===== src/rtl/inst_fetch_if.sv =====
// Fetch-stage bus bundle: memctrl byte-read port, EX redirect and the decode handshake.
// master = inst_fetch side, slave = the memctrl/EX/decode side.
interface inst_fetch_if #(
    parameter int ADDR_W = 32
);
    logic              mc_req;
    logic [ADDR_W-1:0] mc_addr;
    logic              mc_grant;
    logic [7:0]        mc_data;
    logic              jump_i;
    logic [ADDR_W-1:0] jump_addr_i;
    logic              inst_valid_o;
    logic              inst_ready_i;
    logic [31:0]       inst_o;
    logic [ADDR_W-1:0] pc_o;

    modport master (
        output mc_req, mc_addr, inst_valid_o, inst_o, pc_o,
        input  mc_grant, mc_data, jump_i, jump_addr_i, inst_ready_i
    );

    modport slave (
        input  mc_req, mc_addr, inst_valid_o, inst_o, pc_o,
        output mc_grant, mc_data, jump_i, jump_addr_i, inst_ready_i
    );
endinterface


===== src/rtl/inst_fetch.sv =====
// Instruction-fetch stage: gathers four little-endian bytes over the shared byte-wide
// RAM port, survives lost arbitration cycles, and hands {pc, inst} to decode.
module inst_fetch #(
    parameter int                ADDR_W   = 32,
    parameter logic [ADDR_W-1:0] RESET_PC = '0
) (
    input  logic         clk,
    input  logic         rst,
    inst_fetch_if.master bus
);
    localparam logic [1:0] S_IDLE  = 2'd0;
    localparam logic [1:0] S_FETCH = 2'd1;
    localparam logic [1:0] S_VALID = 2'd2;

    localparam logic [ADDR_W-1:0] WORD_STEP  = ADDR_W'(4);
    localparam logic [ADDR_W-1:0] ALIGN_MASK = ~ADDR_W'(3);

    logic [1:0]        state;
    logic [ADDR_W-1:0] pc;
    logic [2:0]        issue_cnt;
    logic [1:0]        recv_cnt;
    logic              pend;
    logic [31:0]       inst_q;
    logic [ADDR_W-1:0] pc_q;
    logic              valid_q;
    logic              mc_req_c;
    logic [ADDR_W-1:0] mc_addr_c;

    // Request while bytes remain to issue; a redirect cycle never requests.
    always_comb begin
        mc_req_c  = (state == S_FETCH) && (issue_cnt < 3'd4) && !bus.jump_i;
        mc_addr_c = '0;
        if (mc_req_c) begin
            mc_addr_c = pc + ADDR_W'(issue_cnt);
        end
    end

    assign bus.mc_req       = mc_req_c;
    assign bus.mc_addr      = mc_addr_c;
    assign bus.inst_valid_o = valid_q;
    assign bus.inst_o       = inst_q;
    assign bus.pc_o         = pc_q;

    // Fetch sequencing; reset beats redirect, redirect beats everything else.
    always_ff @(posedge clk) begin
        if (rst) begin
            state     <= S_IDLE;
            pc        <= RESET_PC;
            issue_cnt <= '0;
            recv_cnt  <= '0;
            pend      <= 1'b0;
            inst_q    <= '0;
            pc_q      <= '0;
            valid_q   <= 1'b0;
        end else if (bus.jump_i) begin
            // Clearing pend here drops any byte still returning from a pre-redirect grant.
            state     <= S_FETCH;
            pc        <= bus.jump_addr_i & ALIGN_MASK;
            issue_cnt <= '0;
            recv_cnt  <= '0;
            pend      <= 1'b0;
            valid_q   <= 1'b0;
        end else begin
            case (state)
                S_IDLE: begin
                    state <= S_FETCH;
                end
                S_FETCH: begin
                    pend <= mc_req_c && bus.mc_grant;
                    if (mc_req_c && bus.mc_grant) begin
                        issue_cnt <= issue_cnt + 3'd1;
                    end
                    if (pend) begin
                        inst_q[{recv_cnt, 3'b000} +: 8] <= bus.mc_data;
                        recv_cnt <= recv_cnt + 2'd1;
                        if (recv_cnt == 2'd3) begin
                            state   <= S_VALID;
                            valid_q <= 1'b1;
                            pc_q    <= pc;
                        end
                    end
                end
                S_VALID: begin
                    if (bus.inst_ready_i) begin
                        state     <= S_FETCH;
                        valid_q   <= 1'b0;
                        pc        <= pc + WORD_STEP;
                        issue_cnt <= '0;
                        recv_cnt  <= '0;
                        pend      <= 1'b0;
                    end
                end
                default: begin
                    state <= S_IDLE;
                end
            endcase
        end
    end
endmodule

===== src/flat_wrapper.sv =====
// flat-port wrapper written by rule: the top's interface ports become plain ports
module inst_fetch_flat 
#(
    parameter int                ADDR_W   = 32,
    parameter logic [ADDR_W-1:0] RESET_PC = '0
)
  (clk, rst, bus_mc_req, bus_mc_addr, bus_inst_valid_o, bus_inst_o, bus_pc_o, bus_mc_grant, bus_mc_data, bus_jump_i, bus_jump_addr_i, bus_inst_ready_i);
  inst_fetch_if #(.ADDR_W(ADDR_W)) bus_i ();
  input  logic clk;
  input  logic rst;
  output wire logic [$bits(bus_i.mc_req)-1:0] bus_mc_req;
  output wire logic [$bits(bus_i.mc_addr)-1:0] bus_mc_addr;
  output wire logic [$bits(bus_i.inst_valid_o)-1:0] bus_inst_valid_o;
  output wire logic [$bits(bus_i.inst_o)-1:0] bus_inst_o;
  output wire logic [$bits(bus_i.pc_o)-1:0] bus_pc_o;
  input wire logic [$bits(bus_i.mc_grant)-1:0] bus_mc_grant;
  input wire logic [$bits(bus_i.mc_data)-1:0] bus_mc_data;
  input wire logic [$bits(bus_i.jump_i)-1:0] bus_jump_i;
  input wire logic [$bits(bus_i.jump_addr_i)-1:0] bus_jump_addr_i;
  input wire logic [$bits(bus_i.inst_ready_i)-1:0] bus_inst_ready_i;
  assign bus_mc_req = bus_i.mc_req;
  assign bus_mc_addr = bus_i.mc_addr;
  assign bus_inst_valid_o = bus_i.inst_valid_o;
  assign bus_inst_o = bus_i.inst_o;
  assign bus_pc_o = bus_i.pc_o;
  assign bus_i.mc_grant = bus_mc_grant;
  assign bus_i.mc_data = bus_mc_data;
  assign bus_i.jump_i = bus_jump_i;
  assign bus_i.jump_addr_i = bus_jump_addr_i;
  assign bus_i.inst_ready_i = bus_inst_ready_i;
  inst_fetch #(.ADDR_W(ADDR_W), .RESET_PC(RESET_PC)) u_core (.clk(clk), .rst(rst), .bus(bus_i));
endmodule

===== config.mk =====
export PLATFORM = sky130hd
export DESIGN_NAME = inst_fetch_flat
export DESIGN_NICKNAME = d
export VERILOG_FILES = /design/src/rtl/inst_fetch_if.sv /design/src/rtl/inst_fetch.sv /design/src/flat_wrapper.sv
export SDC_FILE = /design/constraint.sdc
export NUM_CORES = 1
export LEC_CHECK = 0
export CORE_UTILIZATION = 54
export CTS_BUF_LIST = sky130_fd_sc_hd__clkbuf_8
export DETAILED_ROUTE_END_ITERATION = 6
export PLACE_DENSITY_LB_ADDON = 0.25
export SYNTH_ARGS = -nofsm -noshare
export SYNTH_HDL_FRONTEND = slang
export SYNTH_SLANG_ARGS = --single-unit
export TNS_END_PERCENT = 5

===== constraint.sdc =====
create_clock -name clk -period 5 [get_ports clk]
set_clock_uncertainty 0.2 [all_clocks]
set_input_delay 1.5 -clock clk [delete_from_list [all_inputs] [get_ports clk]]
set_output_delay 1.5 -clock clk [all_outputs]
set_load 0.03 [all_outputs]

Word level (Yosys, flattened, before mapping)
Index checks and enable logic that the tools add are counted.
W data, S select, Z words.
{"block": "word_totals", "register_bits": 105, "input_bits": 45, "output_inout_bits": 98, "word_cells": 69}
{"block": "classes", "addsub": 5, "order_cmp": 1, "n_eq_ne": 10, "shifts": 2, "mux": 21, "bitwise_logic": 1, "n_reduce_logical": 19}
{"operator": "$mux W32", "count": 4}
{"operator": "$add A32 B3 Y32", "count": 1}
{"operator": "$add A32 B3 Y32 const B", "count": 1}
{"operator": "$bwmux W32", "count": 1}
{"operator": "$shift A8 B7 Y32 const A", "count": 1}
{"operator": "$shiftx A8 B7 Y32", "count": 1}
{"operator": "$reduce_and A3 Y1", "count": 5}
{"operator": "$mux W2", "count": 5}
{"operator": "$reduce_and A4 Y1", "count": 2}
{"operator": "$neg A5 Y7", "count": 1}
{"operator": "$mux W3", "count": 2}
{"operator": "$ne A2 B2 Y1 const B", "count": 3}
{"operator": "$ne A3 B3 Y1 const B", "count": 2}
{"operator": "$pmux W2 S3", "count": 1}
{"operator": "$pmux W3 S2", "count": 1}
{"operator": "$reduce_and A2 Y1", "count": 3}
{"operator": "$reduce_bool A2 Y1", "count": 3}
{"operator": "$eq A2 B2 Y1 const B", "count": 2}
{"operator": "$mux W1", "count": 4}
{"operator": "$pmux W1 S2", "count": 2}
{"operator": "$pmux W2 S2", "count": 1}
{"operator": "$add A3 B1 Y3 const B", "count": 1}
{"operator": "$logic_and A1 B1 Y1", "count": 3}
{"operator": "$lt A3 B3 Y1 const B", "count": 1}
{"operator": "other kinds (8)", "count": 8}

Longest topological paths before layout
Gate-level depths: netlist of run 1.
{"block": "depth", "ltp_word": 6, "ltp_mapped": 7, "depth_no_buf": 6}

Worst setup path before layout of run 1
Ideal clock, no wire load.
{"block": "synth_timing", "path_kind": "input -> output", "from": "input bus_jump_i", "to": "output bus_mc_addr[9]", "arrival_ps": 2774, "required_ps": 3300, "setup_slack_ps": 526, "stages": 3, "cell_sequence": "or3_1 clkbuf_1 nor3_1"}
{"block": "synth_via", "elab_chain_len": 3}
{"element": "from (decl)", "line": "flat_wrapper.sv:18", "rtl": "input wire logic [$bits(bus_i.jump_i)-1:0] bus_jump_i;"}
{"element": "$logic_not A1 Y1", "line": "inst_fetch.sv:31", "rtl": "mc_req_c = (state == S_FETCH) && (issue_cnt < 3'd4) && !bus.jump_i;"}
{"element": "$logic_and A1 B1 Y1", "line": "inst_fetch.sv:31"}
{"element": "$mux W32", "line": "inst_fetch.sv:33", "rtl": "if (mc_req_c) begin"}
{"element": "to (decl)", "line": "flat_wrapper.sv:12", "rtl": "output wire logic [$bits(bus_i.mc_addr)-1:0] bus_mc_addr;"}
Every way passes these cells.

Worst setup path in the final report of run 1
{"block": "layout_timing", "from": "input bus_jump_i", "to": "output bus_mc_addr[2]"}
The elaborated chain is that of the path after synthesis.

==> impl_metrics.toml, run 1 <==
[yosys]
synth_fa_ha_area_share_pct = 2.39
synth_area_leader_cell = "dfxtp_1"
synth_common_cells = "nand2_1, dfxtp_1, a21oi_1"
synth_compound_area_share_pct = 18.4
synth_xor_area_share_pct = 3.02
synth_top_family_by_area = "simple AND/OR/NAND/NOR gates"
synth_flop_cell = "dfxtp_1"
netlist_area_um2 = 5230
ys_ff_latch = 101
synth_cell_type_count = 50
synth_area_leaders = "dfxtp_1, nand2_1, a21oi_1"
syn_area_per_cell_um2 = 7.56
yosysWarnings = 0
synth-edff-count = 0
synthArstFlopShare_pct = 0
synth_mux_area_share_pct = 0.622
synth.most_common_cell = "nand2_1"
netlist_instances = 691
synthSimpleGateAreaFrac_pct = 30.8
synth_top_area_share_pct = 38.7
ys_seq_area_share_pct = 38.7

[placement]
dp_cells = 904
finalWeightedCongestion = 0.913
port_buffers = 138
placed_cell_area_um2 = 6490
dp_hpwl_um = 11100

[die]
fp.dieW_um = 100
core_um2 = 9330
die_h_um = 100
fp.dieArea_um2 = 10100
ioPinCount = 143
start_util_pct = 56.0
row_count = 35

[power_and_ir_drop]
p_per_area_nw_per_um2 = 237
leakagePower_nw = 2.15
peakVddDrop_v = 0.000159

[clock_network]
post_cts_buffers = 0
cts_buffers = 9
cts.clk_slew.worst_paths_ns = 0.10
cts_sinks = 101
cts-root-buf = "clkbuf_8"
cts_tree = "built"
clk_latency_ns = 0.36
clk_path_buf_depth = 2
cts.repair.resized = 0
h-tree-depth = 3
hold_buffers = 0

[drt]
ant_nets = 0
routed_wirelength_um = 15400
dr.pass1.iters = 4
drtIter0Drc = 305
vias_per_cell = 6.08
wl_per_cell_um = 16.8
drc_errors = 0
vias = 5583

[worst_setup_path]
crit_start = "bus_jump_i"
timing_worst_setup_path_type = "primary input to primary output"
critical_path.endpoint = "bus_mc_addr[2]"
r2r-end = "u_core.pc[28]"
crit_fanout = 10
r2r_start = "u_core.pc[3]"
cp-end-kind = "primary output"
worstPathRequired_ns = 3.30
cp.arrival_ns = 3.19
r2r_cells = 5
cp-start-kind = "primary input"
ff2ff_setup_slack_ns = 2.22

[final_layout]
final_nets = 841
layout.cells.non_filler = 919
diodes = 0
layout-drive-gt1-share_pct = 8.86
syn2layout_area_growth_pct = 28.2
final_area_um2 = 6700

[status]
outcome = "completed"

[sta]
rsz0062_at_grt = "false"
fmax_mhz = 204
drv_slew = 0
finalCriticalPeriod_ns = 4.89
fin_setup_tns_ns = 0
tightestPinTransition_ns = 1.05
finalHoldViolations = 0
slew_headroom_pct = 29.5
finalSetupViolations = 0
finalCritPeriodShare_pct = 97.8

[global_route]
grt_pass1_wl_um = 25000
overflow = 0
grt_pass1_vias = 5315
antenna_found_initial = 0
grt_usage_pct = 31.0
grt_max_degree = 56

[run]
drv_cap = 0

[worst_hold_path]
worstHoldPathType = "flop to flop"
==> stage by stage <==
| stage | setup WS [ns] | hold slack, ns | total power, W | utilization (%) |
|---|---|---|---|---|
| 6_report | 0.109 | 0.253 | 0.00159 | 71.8 |
| 5_1_grt | 0.0493 | 0.276 | 0.00164 | 71.8 |
| 4_1_cts | 0.133 | 0.256 | 0.00159 | 71.8 |
| 3_5_place_dp | 0.139 | 0.246 | 0.00104 | 69.6 |
| 3_3_place_gp | 0.164 | 0.238 | 0.00103 | 69.6 |
| 2_1_floorplan | 0.526 | 0.258 | 0.000964 | - |
==> state kept, by name (all words and copies together), names as in the netlist <==
signal,cells
u_core.bus.inst_o,32
u_core.bus.inst_valid_o,1
u_core.issue_cnt,3
u_core.pend,1
u_core.bus.pc_o,30
u_core.pc,30
u_core.state,2
u_core.recv_cnt,2
==> cell type report <==
cell class / count / area (um^2)
clock buffers: 9 / 124
well taps: 129 / 161
fillers: 770 / 2630
clock inverters: 6 / 87.6
inverters: 14 / 52.6
repair buffers: 145 / 1360
flip-flops and latches: 101 / 2020
multi-input cells: 515 / 2900
==> power by group <==
part           leakage, nW  internal [W]  switching [W]
logic                 1.22     0.0000738      0.0000858
registers            0.822      0.000822      0.0000426
clock network        0.103      0.000280       0.000287
==> cells in the final DEF, fill, tap and decap left out, types with 4 or more instances in the layout <==
cell type / Yosys / routed
nand2_1: 120 / 120
clkdlybuf4s50_1: 0 / 104
dfxtp_1: 101 / 101
a21oi_1: 85 / 85
nor2_1: 51 / 51
nand3_1: 40 / 40
buf_4: 2 / 39
nand4_1: 20 / 20
or4_1: 19 / 19
or3_1: 18 / 18
o31ai_1: 16 / 16
a311oi_1: 16 / 16
o21ai_0: 14 / 14
xnor2_1: 14 / 14
inv_1: 12 / 13
nor3_1: 12 / 12
and2_1: 10 / 10
ha_1: 10 / 10
clkbuf_8: 0 / 9
nor4_1: 8 / 8
a211oi_1: 8 / 8
or2_2: 6 / 6
a31oi_1: 5 / 5
nand2b_1: 4 / 4
a31o_2: 4 / 4
xor2_1: 4 / 4
==> critical path: stages <==
cell             delay [ns]
clkdlybuf4s50_1        0.50
or3_1                  0.27
clkinv_1               0.41
and2_1                 0.34
buf_4                  0.17
==> cell families (layout without fill, tap and decap cells) <==
kind of cell / after synthesis / after routing
AOI/OAI and AO/OA: 157 / 157
xor gates and xnor gates: 18 / 18
adders and majority gates: 10 / 10
buffers and inverters: 76 / 174
DFF: 101 / 101
muxes: 3 / 3
other: 1 / 2
and+or+nand+nor: 325 / 325
==> layer usage <==
| metal | share of wire [%] | vias up | global-route usage, % |
|---|---|---|---|
| met3 | 8.8 | 38 | 6.55 |
| li1 | - | 2638 | - |
| met1 | 39 | 2638 | 36.3 |
| met4 | 3.0 | 0 | 16.2 |
| met5 | 0 | - | 0 |
| met2 | 49 | 269 | 53.4 |
==> worst min path at each step <==
stage / from / to / depth (start not counted)
after floorplan: u_core.pc[29] / u_core.bus.pc_o[29] / 2
after global placement: u_core.bus.inst_o[13] / u_core.bus.inst_o[13] / 2
after detailed placement: u_core.bus.inst_o[19] / u_core.bus.inst_o[19] / 2
after CTS: u_core.bus.inst_o[19] / u_core.bus.inst_o[19] / 2
after global routing: u_core.bus.inst_o[19] / u_core.bus.inst_o[19] / 2
final: u_core.bus.inst_o[16] / u_core.bus.inst_o[16] / 2
No activity file was read; power rests on OpenSTA's default activity.
==> run 2: changes to the inputs <==
Settings changed: CORE_MARGIN set to 4.
==> impl_metrics.toml, run 2 (synthesized netlist as in run 1, its figures left out) <==
[worst_setup_path]
r2r_cells = 4
crit_chain = "clkdlybuf4s50_1 -> or3_1 -> buf_12 -> nor3_1 -> buf_4"
cp.arrival_ns = 3.09
cp-start-kind = "primary input"
crit_fanout = 26
timing_worst_setup_path_type = "primary input to primary output"
cp-end-kind = "primary output"
slowest_delay_ns = 0.47
worstPathRequired_ns = 3.30
slowest_stage = "or3_1"

[worst_hold_path]
worstHoldPathType = "flop to flop"
hold-path-cell-count = 2

[die]
ioPinCount = 143
start_util_pct = 56.0
die_h_um = 106
core_um2 = 9330
row_count = 35
fp.dieArea_um2 = 11300
fp.dieW_um = 106

[clock_network]
clk_path_buf_depth = 2
cts.clk_slew.worst_paths_ns = 0.09
cts.repair.resized = 0
h-tree-depth = 3
cts-root-buf = "clkbuf_8"
post_cts_buffers = 0
cts_buffers = 9
clk_latency_ns = 0.36
hold_buffers = 0
cts_sinks = 101
cts_tree = "built"

[sta]
drv_slew = 0
finalHoldViolations = 0
setup_ws_ns = 0.211
fmax_mhz = 209
tightestPinTransition_ns = 1.03
finalCritPeriodShare_pct = 95.8
fin_setup_tns_ns = 0
finalSetupViolations = 0
finalCriticalPeriod_ns = 4.79
rsz0062_at_grt = "false"
slew_headroom_pct = 31.3

[placement]
place_ws_ns = 0.225
dp_hpwl_um = 11500
finalWeightedCongestion = 0.892
port_buffers = 138

[final_layout]
largest_reg_flops = 32
multi_input_area_um2 = 2900
layout_commonest_cell = "nand2_1"
final_cell_mix = "nand2_1, clkdlybuf4s50_1, dfxtp_1"
final_nets = 845
layout-drive-gt1-share_pct = 9.56
seq_area_um2 = 2020
diodes = 0
fillCellCount = 792
syn2layout_area_growth_pct = 29.0

[global_route]
grt_usage_pct = 27.5
antenna_found_initial = 0
grt_pass1_vias = 5266
grt_max_degree = 56
grt_pass1_wl_um = 25500
overflow = 0

[drt]
vias_per_cell = 5.86
routed_wirelength_um = 15600
vias = 5414
wl_per_cell_um = 16.9
dr.pass1.iters = 5
ant_nets = 0
drtIter0Drc = 330
drc_errors = 0

[power_and_ir_drop]
p_per_area_nw_per_um2 = 234
peakVddDrop_v = 0.000169
leakagePower_nw = 2.17

[run]
drv_cap = 0

[status]
outcome = "completed"
==> run 2: cell types whose count changed in the layout (fill, tap and decap cells not counted), sizes merged <==
cell,previous run,this run
bufinv,2,1
clkbuf,9,10
inv,14,13
clkinvlp,2,1
buf,41,45
clkinv,2,5
==> run 2: critical path: cells and delay by family <==
| family | cells | cell delay (ns) |
|---|---|---|
| and+or+nand+nor | 2 | 0.71 |
| buffers and inverters | 3 | 0.87 |
==> run 2: cell type report <==
| cell class | instances | area share, % |
|---|---|---|
| Inverter | 14 | 0.780 |
| Multi-Input combinational cell | 515 | 42.9 |
| Timing Repair Buffer | 149 | 20.8 |
| Clock inverter | 6 | 1.06 |
| Tap cell | 129 | 2.39 |
| Sequential cell | 101 | 30.0 |
| Clock buffer | 10 | 2.04 |
==> run 2: final timing paths <==
path,start,end,slack (ns)
worst max-delay path,bus_jump_i,bus_mc_addr[9],0.21
worst min-delay path,u_core.bus.inst_o[5],u_core.bus.inst_o[5],0.26
worst max register to register,u_core.pc[6],u_core.pc[20],2.27
worst min register to register,u_core.bus.inst_o[5],u_core.bus.inst_o[5],0.26
==> run 2: per-layer routing <==
layer | track usage (%) | part of all wire (%) | vias to the layer above
met1 | 34.7 | 40 | 2501
li1 | - | - | 2648
met3 | 6.86 | 9.0 | 25
met5 | 0 | 0 | -
met4 | 9.99 | 2.3 | 0
met2 | 45.6 | 49 | 240
==> run 2: where the power goes <==
part | internal, W | total (W) | leakage (nW) | switching, W
combinational | 0.0000762 | 0.000163 | 1.25 | 0.0000872
sequential | 0.000822 | 0.000864 | 0.822 | 0.0000417
clock | 0.000250 | 0.000552 | 0.104 | 0.000302
==> run 2: metrics by stage <==
| stage | utilization, % | cells | power [W] | hold WS [ns] | cell area [um^2] |
|---|---|---|---|---|---|
| after global routing | 72.3 | 924 | 0.00164 | 0.280 | 6740 |
| after global placement | 70.0 | 908 | 0.00104 | 0.236 | 6530 |
| final | 72.3 | 924 | 0.00158 | 0.256 | 6740 |
| after CTS | 72.3 | 924 | 0.00158 | 0.259 | 6740 |
| after floorplan | - | 692 | 0.000964 | 0.258 | 5230 |
| after detailed placement | 70.0 | 908 | 0.00104 | 0.246 | 6530 |
==> run 3: changes to the inputs <==
Settings changed: CORE_UTILIZATION 54 to 30.
==> impl_metrics.toml, run 3 (synthesized netlist as in run 1, its figures left out) <==
[sta]
rsz0062_at_grt = "false"
finalHoldViolations = 0
fin_setup_tns_ns = 0
timing.hold.ws_ns = 0.256
slew_headroom_pct = 34.5
finalSetupViolations = 0
drv_slew = 0
finalCritPeriodShare_pct = 95.4
fmax_mhz = 210
finalCriticalPeriod_ns = 4.77
tightestPinTransition_ns = 0.980

[die]
fp.dieArea_um2 = 19600
fp.dieW_um = 140
row_count = 47
die_h_um = 140
core_um2 = 16800
ioPinCount = 143
start_util_pct = 31.1

[final_layout]
layout_commonest_cell = "nand2_1"
final_nets = 851
syn2layout_area_growth_pct = 32.8
final_cell_mix = "nand2_1, clkdlybuf4s50_1, dfxtp_1"
utilization_pct = 41.3
diodes = 0
largest_reg_flops = 32
layout-drive-gt1-share_pct = 10.1
final_area_um2 = 6940

[clock_network]
h-tree-depth = 3
cts_tree = "built"
cts-root-buf = "clkbuf_8"
cts_buffers = 9
post_cts_buffers = 0
cts.repair.resized = 0
cts_sinks = 101
cts.clk_slew.worst_paths_ns = 0.10
hold_buffers = 0
clk_path_buf_depth = 2
clk_latency_ns = 0.39

[drt]
drc_errors = 0
vias_per_cell = 5.27
dr.pass1.iters = 5
vias = 5382
drtIter0Drc = 287
routed_wirelength_um = 17500
wl_per_cell_um = 17.1
ant_nets = 0

[power_and_ir_drop]
p_comb_share_pct = 10.8
switchingPower_w = 0.000441
clock_power_share_pct = 35.1
peakVddDrop_v = 0.000140
leakagePower_nw = 2.21
p_sw_share_pct = 27.7
p_per_area_nw_per_um2 = 229
p_seq_share_pct = 54.1
cell_internal_pwr_w = 0.00115

[global_route]
grt_usage_pct = 17.5
grt_pass1_wl_um = 27800
grt_max_degree = 36
overflow = 0
antenna_found_initial = 1
grt_pass1_vias = 5102

[placement]
placed_cell_area_um2 = 6730
port_buffers = 138
dp_hpwl_um = 12700
finalWeightedCongestion = 0.862

[worst_setup_path]
slowest_delay_ns = 0.41
timing_worst_setup_path_type = "primary input to primary output"
cp.arrival_ns = 3.07
crit_fanout = 28
cp-start-kind = "primary input"
crit_chain = "clkdlybuf4s50_1 -> or3_1 -> buf_4 -> nor3_1 -> buf_12"
worstPathRequired_ns = 3.30
r2r_start = "u_core.pc[13]"
cp-end-kind = "primary output"
crit_start = "bus_jump_i"
slowest_stage = "clkdlybuf4s50_1"

[worst_hold_path]
worstHoldPathType = "flop to flop"
min_from = "u_core.bus.inst_o[11]"

[status]
outcome = "completed"

[run]
drv_cap = 0
run 3: cell count changes in the layout (fill, tap and decap cells not counted):
| cell | change |
|---|---|
| clkdlybuf4s50_1 | +1 |
| buf_4 | +2 |
| inv_6 | +2 |
| buf_12 | +3 |
| inv_8 | -1 |
| clkinvlp_4 | -1 |
run 3: critical path: cells and delay by family:
kind	cells	cell delay, ns
buffers and inverters	3	0.83
and+or+nand+nor	2	0.73
run 3: power groups by stage:
stage	Clock, W	Sequential [W]	Combinational, W
6_report	0.000559	0.000861	0.000172
3_3_place_gp	0	0.000879	0.000172
3_5_place_dp	0	0.000878	0.000172
5_1_grt	0.000611	0.000865	0.000187
4_1_cts	0.000578	0.000860	0.000173
2_1_floorplan	0	0.000852	0.000112
run 3: path summary, 6_finish.rpt:
kind	to	slack [ns]	depth (start not counted)
min reg2reg	u_core.bus.inst_o[11]	0.26	2
max	bus_mc_addr[9]	0.23	5
max reg2reg	u_core.pc[20]	2.19	5
min	u_core.bus.inst_o[11]	0.26	2
run 3: stage by stage:
step	setup slack, ns	std cells	total power (W)
6_report	0.230	1021	0.00159
5_1_grt	0.156	1021	0.00166
4_1_cts	0.213	1021	0.00161
3_5_place_dp	0.214	1005	0.00105
3_3_place_gp	0.240	1005	0.00105
2_1_floorplan	0.526	692	0.000964
run 3: area by class of cell:
cell class | count | area [um^2]
Fill cell | 1792 | 9880
Multi-Input combinational cell | 515 | 2900
Sequential cell | 101 | 2020
Timing Repair Buffer | 155 | 1490
Tap cell | 220 | 275
Clock buffer | 10 | 138
Clock inverter | 6 | 70.1
Inverter | 14 | 52.6
run 3: routing by layer:
metal | share of wire, % | up-vias | GRT usage, %
met1 | 43 | 2494 | 22.5
met2 | 47 | 199 | 28.1
met5 | 0.046 | - | 0
met3 | 8.4 | 31 | 5.45
li1 | - | 2656 | -
met4 | 2.3 | 2 | 5.76
